## src/rtl/interp_sweep_checker_pkg.sv

```systemverilog
// interp_sweep_checker_pkg: shared FSM encoding, widths and default sweep range.
package interp_sweep_checker_pkg;
  typedef enum logic [1:0] {IDLE, SETTLE, SAMPLE, FINISH} state_e;
  localparam int DW = 8;
  localparam int AW = 16;
  localparam int X_START_DEF = 0;
  localparam int X_END_DEF = 255;
endpackage

```

## src/rtl/interp_sweep_checker_abs_diff8.sv

```systemverilog
// abs_diff8: combinational unsigned 8-bit absolute difference |a-b|.
module abs_diff8
  import interp_sweep_checker_pkg::*;
(
  input  logic [DW-1:0] a,
  input  logic [DW-1:0] b,
  output logic [DW-1:0] y
);
  assign y = (a > b) ? a - b : b - a;
endmodule

```

## config.mk

```make
export PLATFORM = sky130hd
export DESIGN_NAME = abs_diff8
export DESIGN_NICKNAME = d
export VERILOG_FILES = /design/src/rtl/interp_sweep_checker_pkg.sv /design/src/rtl/interp_sweep_checker_abs_diff8.sv
export SDC_FILE = /design/constraint.sdc
export NUM_CORES = 1
export LEC_CHECK = 0
export ABC_AREA = 1
export CAP_MARGIN = 10
export CORE_MARGIN = 3
export CORE_UTILIZATION = 47
export DETAILED_ROUTE_END_ITERATION = 16
export PLACE_DENSITY = 0.84
export SYNTH_ARGS = -nofsm -noshare
export SYNTH_HDL_FRONTEND = slang
export SYNTH_SLANG_ARGS = --single-unit
```

## constraint.sdc

```tcl
create_clock -name vclk -period 2.1
set_clock_uncertainty 0.1 [all_clocks]
set_input_delay 0.42 -clock vclk [all_inputs]
set_output_delay 0.42 -clock vclk [all_outputs]
set_load 0.01 [all_outputs]
```

==> results of run 1 <==
[through the flow]
step / TNS, ns / setup WS, ns / area, µm²
floorplan: -0.03937 / -0.02811 / 939.7
global placement: -8.268 / -1.168 / 1405
detailed placement: -9.225 / -1.306 / 1405
[Yosys cell counts, drive strengths merged]
library cell,count
a21oi,5
buf,2
fa,2
ha,15
inv,42
nand2,62
nand3,13
nand4,2
nor2,4
o21ai,3
or2,2
xnor2,1
xor2,5
[cell families after synthesis]
family / synth area share [%]
xor gates and xnor gates: 6.069
AOI/OAI and AO/OA: 5.925
and+or+nand+nor: 41.62
adders and majority gates: 26.30
buffers and inverters: 20.09
==> tab_implementation.tex, run 1 <==
\begin{tabular}{lr}
\hline
Metric & Value \\
\hline
\multicolumn{2}{l}{\textbf{Place}} \\
Buffers added on ports & 24 \\
Cell Count Post-Placement & 231 \\
Post-detailed-placement half-perimeter wirelength & 2572 µm \\
Final estimated routing congestion in global placement & 0.8723 \\
\multicolumn{2}{l}{\textbf{Clock tree}} \\
Cells resized by post-CTS repair & 126 \\
Setup bufs post-CTS & 0 \\
Hold buffer count at cts & 0 \\
\multicolumn{2}{l}{\textbf{Die}} \\
Die W & 48.92 µm \\
Number of rows in the core area & 14 \\
Starting Density & 53.73\% \\
Number of ports placed on the die boundary & 24 \\
Height of the chip & 48.92 µm \\
\multicolumn{2}{l}{\textbf{Outcome}} \\
Status & did not finish \\
Halt point of the flow & clock tree synthesis \\
First logged error message & [ERROR DPL-0038] Utilization greater than 100\%, impossible to legalize \\
\multicolumn{2}{l}{\textbf{Synthesis}} \\
Avg Inst Size Synth & 5.480 µm² \\
Top cells by area, synth & sky130\_fd\_sc\_hd\_\_nand2\_1 26\%, sky130\_fd\_sc\_hd\_\_ha\_1 22\%, sky130\_fd\_sc\_hd\_\_inv\_1 18\%, sky130\_fd\_sc\_hd\_\_nand3\_1 6.4\%, sky130\_fd\_sc\_hd\_\_xor2\_1 5.1\% \\
Post-synth net total & 191 \\
Mapped Area & 865.8 µm² \\
Top cell type's share of synthesized area & 25.58\% \\
Cell count after synthesis & 158 \\
Area leader, netlist & sky130\_fd\_sc\_hd\_\_nand2\_1 \\
Fraction of the yosys area taken by sequential cells & 0\% \\
Ys Warns & 0 \\
Netlist cell types & 18 \\
\hline
\end{tabular}
==> run 2, diff against run 1 <==
Settings changed: CORE_AREA set to 3 3 64 66, CORE_MARGIN 3 to not set, CORE_UTILIZATION 47 to not set, DIE_AREA set to 0 0 67 69, PLACE_DENSITY 0.84 to not set, PLACE_DENSITY_LB_ADDON set to 0.15.
Clock period 2.1 ns to 2.7 ns, I/O delays scaled along.
==> tab_implementation.tex, run 2 <==
\begin{tabular}{lr}
\hline
Metric & Value \\
\hline
\multicolumn{2}{l}{\textbf{Timing}} \\
Unrepaired setup endpoints after global routing & yes \\
Worst relative slew slack & 84.26\% \\
Final worst path period share & 97.12\% \\
Achievable frequency & 381.3 MHz \\
Final critical delay including setup and external delays & 2.622 ns \\
Pin slew with the least headroom to its limit & 0.2353 ns \\
Count of pins over their slew limit & 0 \\
Final hold violation count & 0 \\
Setup Viol. Count Final & 0 \\
Setup total negative slack & 0 ns \\
\multicolumn{2}{l}{\textbf{Worst setup path}} \\
Critical Path Start Type & input port \\
Critical-path maximum fanout & 5 \\
Data arrival time of the critical path & 1.98 ns \\
Kind of capture point of the worst setup path & primary output \\
Required time of the worst setup path & 2.06 ns \\
Critical path start-end classification & in2out \\
\multicolumn{2}{l}{\textbf{Global route}} \\
Combined global-route utilization of all metal layers & 10.89\% \\
Number of global-route vias before repair & 1041 \\
Total congestion overflow after global routing & 0 \\
Antenna violations before repair & 0 \\
Wire length of the first global-routing pass & 4305 µm \\
Largest net degree at the start of global routing & 9 \\
\multicolumn{2}{l}{\textbf{Finish}} \\
Count of sequential standard cells & 0 \\
Number of clock-tree buffers in the layout & 0 \\
Highest-count cells in the layout ignoring fill and taps & 49 x sky130\_fd\_sc\_hd\_\_nand2\_1, 31 x sky130\_fd\_sc\_hd\_\_inv\_1, 24 x sky130\_fd\_sc\_hd\_\_buf\_4 \\
Number of antenna repair diodes & 0 \\
Final design utilization & 41.94\% \\
Post-layout instance count excluding filler cells & 256 \\
Area growth from synthesis to final layout & 76.01\% \\
Layout cell share with drive strength beyond 1 & 43.75\% \\
Most common cell after layout, fill and taps aside & sky130\_fd\_sc\_hd\_\_nand2\_1 \\
Post-layout net count & 243 \\
FF+latch area & 0 µm² \\
Cell area after layout & 0.001524 mm² \\
\multicolumn{2}{l}{\textbf{Min path}} \\
Hold-critical path depth & 4 \\
Origin of the worst min-delay path & b[1] \\
Worst hold-check path type & in2out \\
WHS Endpoint & y[1] \\
\multicolumn{2}{l}{\textbf{Synthesis}} \\
Ys Warns & 0 \\
Cell count after synthesis & 158 \\
Dominant cell by count in the synthesized netlist & sky130\_fd\_sc\_hd\_\_nand2\_1 \\
Netlist cell types & 18 \\
Top cell type's share of synthesized area & 25.58\% \\
Mapped Area & 865.8 µm² \\
Fraction of the yosys area taken by sequential cells & 0\% \\
Area leader, netlist & sky130\_fd\_sc\_hd\_\_nand2\_1 \\
Top cells by area, synth & sky130\_fd\_sc\_hd\_\_nand2\_1 26\%, sky130\_fd\_sc\_hd\_\_ha\_1 22\%, sky130\_fd\_sc\_hd\_\_inv\_1 18\%, sky130\_fd\_sc\_hd\_\_nand3\_1 6.4\%, sky130\_fd\_sc\_hd\_\_xor2\_1 5.1\% \\
Avg Inst Size Synth & 5.480 µm² \\
Commonest cells post-synth & 59 x sky130\_fd\_sc\_hd\_\_nand2\_1, 42 x sky130\_fd\_sc\_hd\_\_inv\_1, 15 x sky130\_fd\_sc\_hd\_\_ha\_1 \\
Post-synth net total & 191 \\
\multicolumn{2}{l}{\textbf{Place}} \\
Cell Count Post-Placement & 252 \\
Post-placement cell area & 0.001330 mm² \\
Final estimated routing congestion in global placement & 0.8820 \\
Post-detailed-placement half-perimeter wirelength & 2058 µm \\
Buffers added on ports & 24 \\
\multicolumn{2}{l}{\textbf{Die}} \\
Height of the chip & 69 µm \\
Number of ports placed on the die boundary & 24 \\
Placeable core region & 0.003633 mm² \\
Starting Density & 23.83\% \\
Die ar. & 0.004623 mm² \\
Number of rows in the core area & 22 \\
Die W & 67 µm \\
\multicolumn{2}{l}{\textbf{Drt}} \\
Drt drc & 0 \\
Post-detailed-route via-to-cell ratio & 4.121 \\
Number of antenna-violating nets in the routed design & 0 \\
DRT Wirelength & 2312 µm \\
Drt wl/cell & 9.031 µm \\
1st-pass router iterations & 4 \\
Initial drt markers & 34 \\
Via total after detailed routing & 1055 \\
\multicolumn{2}{l}{\textbf{Pwr}} \\
Leakage power of the design & 0.8563 nW \\
Power density of the placed cells & 238.3 mW/mm² \\
IR Drop Worst-Case VDD & 0.1012 mV \\
Total Power Consumption & 363.1 µW \\
\multicolumn{2}{l}{\textbf{Outcome}} \\
Status & completed \\
\multicolumn{2}{l}{\textbf{Clock tree}} \\
Hold buffer count at cts & 0 \\
\multicolumn{2}{l}{\textbf{Job}} \\
Max-cap violation count & 0 \\
\hline
\end{tabular}
[run 2: cell counts after synthesis]
No cell type changed its count.
[run 2: routing by layer]
| metal | GRT usage (%) | up-vias | wire, µm |
|---|---|---|---|
| li1 | - | 568 | - |
| met1 | 15.28 | 471 | 1066 |
| met2 | 19.43 | 16 | 1149 |
| met3 | 0.1629 | 0 | 95 |
| met4 | 0 | 0 | 0 |
| met5 | 0 | - | 0 |
[run 2: worst max-delay path by stage]
stage | to | depth (start not counted) | slack (ns) | from
global route | y[6] | 14 | -0.04 | a[0]
detailed placement | y[6] | 14 | -0.94 | a[0]
floorplan | y[4] | 11 | 0.23 | a[0]
global placement | y[6] | 14 | -0.88 | a[0]
finish | y[3] | 11 | 0.08 | a[2]
CTS | y[4] | 11 | 0.004 | a[1]
[run 2: metrics by stage]
| stage | hold slack, ns | worst slack (ns) |
|---|---|---|
| 3_3_place_gp | 2.243 | -0.8846 |
| 3_5_place_dp | 2.245 | -0.9407 |
| 6_report | 1.625 | 0.07773 |
| 2_1_floorplan | 1.152 | 0.2299 |
| 4_1_cts | 1.700 | 0.004319 |
| 5_1_grt | 1.660 | -0.03573 |
[run 2: layout make-up]
cell class                 instances  area (µm²)
timing repair buffer              52       425.4
tap                               48       60.06
fill                             404        2110
multi-input combinational        114       878.3
inverter                          42       160.2
[run 2: what timing repair did]
action	in CTS	in global routing
endpoints found under the setup margin	8	7
resized for setup	83	27
buffers inserted	3	1
pin swaps	13	15
[run 2: kinds of logic (layout without fill, tap and decap cells)]
family | count (synthesis) | after routing | synth area share [%]
AND/OR/NAND/NOR | 83 | 83 | 41.62
buffers and inverters | 44 | 94 | 20.09
adder cells (fa/ha/maj) | 17 | 17 | 26.30
AO/OA/AOI/OAI | 8 | 8 | 5.925
XOR/XNOR | 6 | 6 | 6.069
[run 2: where the power goes]
| group | internal, mW | total, mW | switching (mW) | leakage (nW) |
|---|---|---|---|---|
| clock | 0 | 0 | 0 | 0 |
| combinational | 0.179 | 0.363 | 0.184 | 0.856 |
| sequential | 0 | 0 | 0 | 0 |
| total | 0.179 | 0.363 | 0.184 | 0.856 |
[run 2: critical path, stage by stage]
cell                            delay, ns
sky130_fd_sc_hd__dlygate4sd2_1       0.25
sky130_fd_sc_hd__inv_2               0.07
sky130_fd_sc_hd__ha_4                0.21
sky130_fd_sc_hd__buf_4               0.15
sky130_fd_sc_hd__a21oi_1             0.14
sky130_fd_sc_hd__nand2_1             0.11
sky130_fd_sc_hd__buf_4               0.15
sky130_fd_sc_hd__xor2_1              0.13
sky130_fd_sc_hd__nand2_1             0.06
sky130_fd_sc_hd__nand2_1             0.04
sky130_fd_sc_hd__buf_2               0.13
Note: power is estimated with default switching activity, not from simulation.
==> run 3, diff against run 2 <==
Settings changed: CORE_AREA 3 3 64 66 to 5 5 66 68, DIE_AREA 0 0 67 69 to 0 0 71 73.
==> tab_implementation.tex, run 3 (same netlist as run 2, synthesis figures left out) <==
\begin{tabular}{lr}
\hline
Metric & Value \\
\hline
\multicolumn{2}{l}{\textbf{Finish}} \\
Fill cell total of the finished layout & 425 \\
Final design utilization & 41.30\% \\
Number of antenna repair diodes & 0 \\
Number of clock-tree buffers in the layout & 0 \\
Layout cell share with drive strength beyond 1 & 47.39\% \\
FF+latch area & 0 µm² \\
Highest-count cells in the layout ignoring fill and taps & 46 x sky130\_fd\_sc\_hd\_\_nand2\_1, 30 x sky130\_fd\_sc\_hd\_\_inv\_1, 26 x sky130\_fd\_sc\_hd\_\_buf\_4 \\
Cell area after layout & 0.001569 mm² \\
Area of combinational cells with multiple inputs & 920.9 µm² \\
Most common cell after layout, fill and taps aside & sky130\_fd\_sc\_hd\_\_nand2\_1 \\
Area growth from synthesis to final layout & 81.21\% \\
Post-layout instance count excluding filler cells & 261 \\
Post-layout net count & 246 \\
Count of sequential standard cells & 0 \\
\multicolumn{2}{l}{\textbf{Place}} \\
Buffers added on ports & 24 \\
Post-placement cell area & 0.001348 mm² \\
Post-detailed-placement half-perimeter wirelength & 2044 µm \\
Final estimated routing congestion in global placement & 0.8509 \\
Cell Count Post-Placement & 256 \\
\multicolumn{2}{l}{\textbf{Pwr}} \\
Power density of the placed cells & 240.4 mW/mm² \\
Relative contribution of the clock network to total power & 0\% \\
Leakage power of the design & 0.8723 nW \\
Part of the power in combinational logic & 100.0\% \\
P\_sw & 191.3 µW \\
Internal power summed over all cells & 185.8 µW \\
Switching portion of total power & 50.74\% \\
IR Drop Worst-Case VDD & 0.08237 mV \\
Sequential Power Share & 0\% \\
\multicolumn{2}{l}{\textbf{Worst setup path}} \\
Cell at the slowest stage of the critical path & sky130\_fd\_sc\_hd\_\_dlygate4sd2\_1 \\
Kind of capture point of the worst setup path & primary output \\
Critical-path maximum fanout & 5 \\
Critical path start-end classification & in2out \\
Most common cell type on the critical path & sky130\_fd\_sc\_hd\_\_nand3\_2 \\
Required time of the worst setup path & 2.06 ns \\
Largest incremental delay on the critical path & 0.25 ns \\
Data arrival time of the critical path & 1.99 ns \\
Critical Path Start Type & input port \\
Critical Path, Cell by Cell & dlygate4sd2\_1 -> buf\_4 -> ha\_4 -> or2\_4 -> nand3\_2 -> nand2\_2 -> nand2\_4 -> buf\_6 -> nand3\_2 -> nand2\_1 -> buf\_2 \\
\multicolumn{2}{l}{\textbf{Drt}} \\
DRT Wirelength & 2449 µm \\
Via total after detailed routing & 1057 \\
Drt wl/cell & 9.383 µm \\
Initial drt markers & 23 \\
Number of antenna-violating nets in the routed design & 0 \\
1st-pass router iterations & 4 \\
Drt drc & 0 \\
Post-detailed-route via-to-cell ratio & 4.050 \\
\multicolumn{2}{l}{\textbf{Outcome}} \\
Status & completed \\
\multicolumn{2}{l}{\textbf{Global route}} \\
Antenna violations before repair & 0 \\
Total congestion overflow after global routing & 0 \\
Largest net degree at the start of global routing & 7 \\
Wire length of the first global-routing pass & 4519 µm \\
Combined global-route utilization of all metal layers & 9.954\% \\
Number of global-route vias before repair & 1144 \\
\multicolumn{2}{l}{\textbf{Timing}} \\
Setup total negative slack & 0 ns \\
Final hold violation count & 0 \\
Final worst path period share & 97.35\% \\
Worst relative slew slack & 87.12\% \\
Final critical delay including setup and external delays & 2.629 ns \\
Count of pins over their slew limit & 0 \\
Achievable frequency & 380.4 MHz \\
Pin slew with the least headroom to its limit & 0.1926 ns \\
Setup Viol. Count Final & 0 \\
\multicolumn{2}{l}{\textbf{Min path}} \\
Hold-critical path depth & 4 \\
Worst hold-check path type & in2out \\
\multicolumn{2}{l}{\textbf{Die}} \\
Starting Density & 22.79\% \\
Number of ports placed on the die boundary & 24 \\
Number of rows in the core area & 23 \\
Die ar. & 0.005183 mm² \\
Placeable core region & 0.003799 mm² \\
Die W & 71 µm \\
Height of the chip & 73 µm \\
\multicolumn{2}{l}{\textbf{Job}} \\
Max-cap violation count & 0 \\
\hline
\end{tabular}
==> run 3: changes by cell type in the layout (fill, tap and decap cells not counted), moves of 3 or more <==
cell                              delta
sky130_fd_sc_hd__dlygate4sd2_1       -3
sky130_fd_sc_hd__nand2_2             +3
sky130_fd_sc_hd__clkdlybuf4s15_1     +3
sky130_fd_sc_hd__nand2_1             -3
==> run 3: final cells by class <==
type / instances / share of cell area (%)
Timing Repair Buffer: 54 / 27.27
Tap cell: 50 / 3.987
Multi-Input combinational cell: 115 / 58.69
Inverter: 42 / 10.05
==> run 3: final timing paths <==
check | startpoint | slack [ns] | end
setup / recovery | a[3] | 0.07 | y[6]
hold / removal | b[1] | 1.52 | y[1]
==> run 3: power groups by stage <==
stage	sequential, mW	clock [mW]	combinational (mW)
floorplan	0	0	0.179
global placement	0	0	0.330
detailed placement	0	0	0.333
CTS	0	0	0.351
global route	0	0	0.421
finish	0	0	0.377
==> run 3: critical path, delay by kind of cell <==
family        cells  cell delay (ns)
fa+ha+maj         1             0.16
buf+inv           4             0.62
simple gates      6             0.65
==> run 3: stage by stage <==
| step | setup slack (ns) | power (mW) | hold slack (ns) |
|---|---|---|---|
| after floorplan | 0.2299 | 0.1794 | 1.152 |
| after global placement | -0.8982 | 0.3296 | 2.135 |
| after detailed placement | -0.9520 | 0.3328 | 2.147 |
| after CTS | 0.009522 | 0.3507 | 1.648 |
| after global routing | -0.003278 | 0.4212 | 1.538 |
| final | 0.07143 | 0.3771 | 1.516 |
==> run 3: what timing repair did <==
action	in CTS	in global routing
pin swaps	14	16
endpoints found under the hold margin	0	0
gates resized for setup	88	31
cloned	1	0
buffers inserted	3	1
hold buffers	0	0
endpoints found under the setup margin	7	6
==> run 3: metal layers <==
metal / vias to the layer above / wire length [µm] / global-route usage, %
met5: - / 0 / 0
met4: 0 / 0 / 0
met3: 0 / 68 / 0.2755
met2: 16 / 1249 / 19.57
met1: 468 / 1132 / 12.78
li1: 573 / - / -
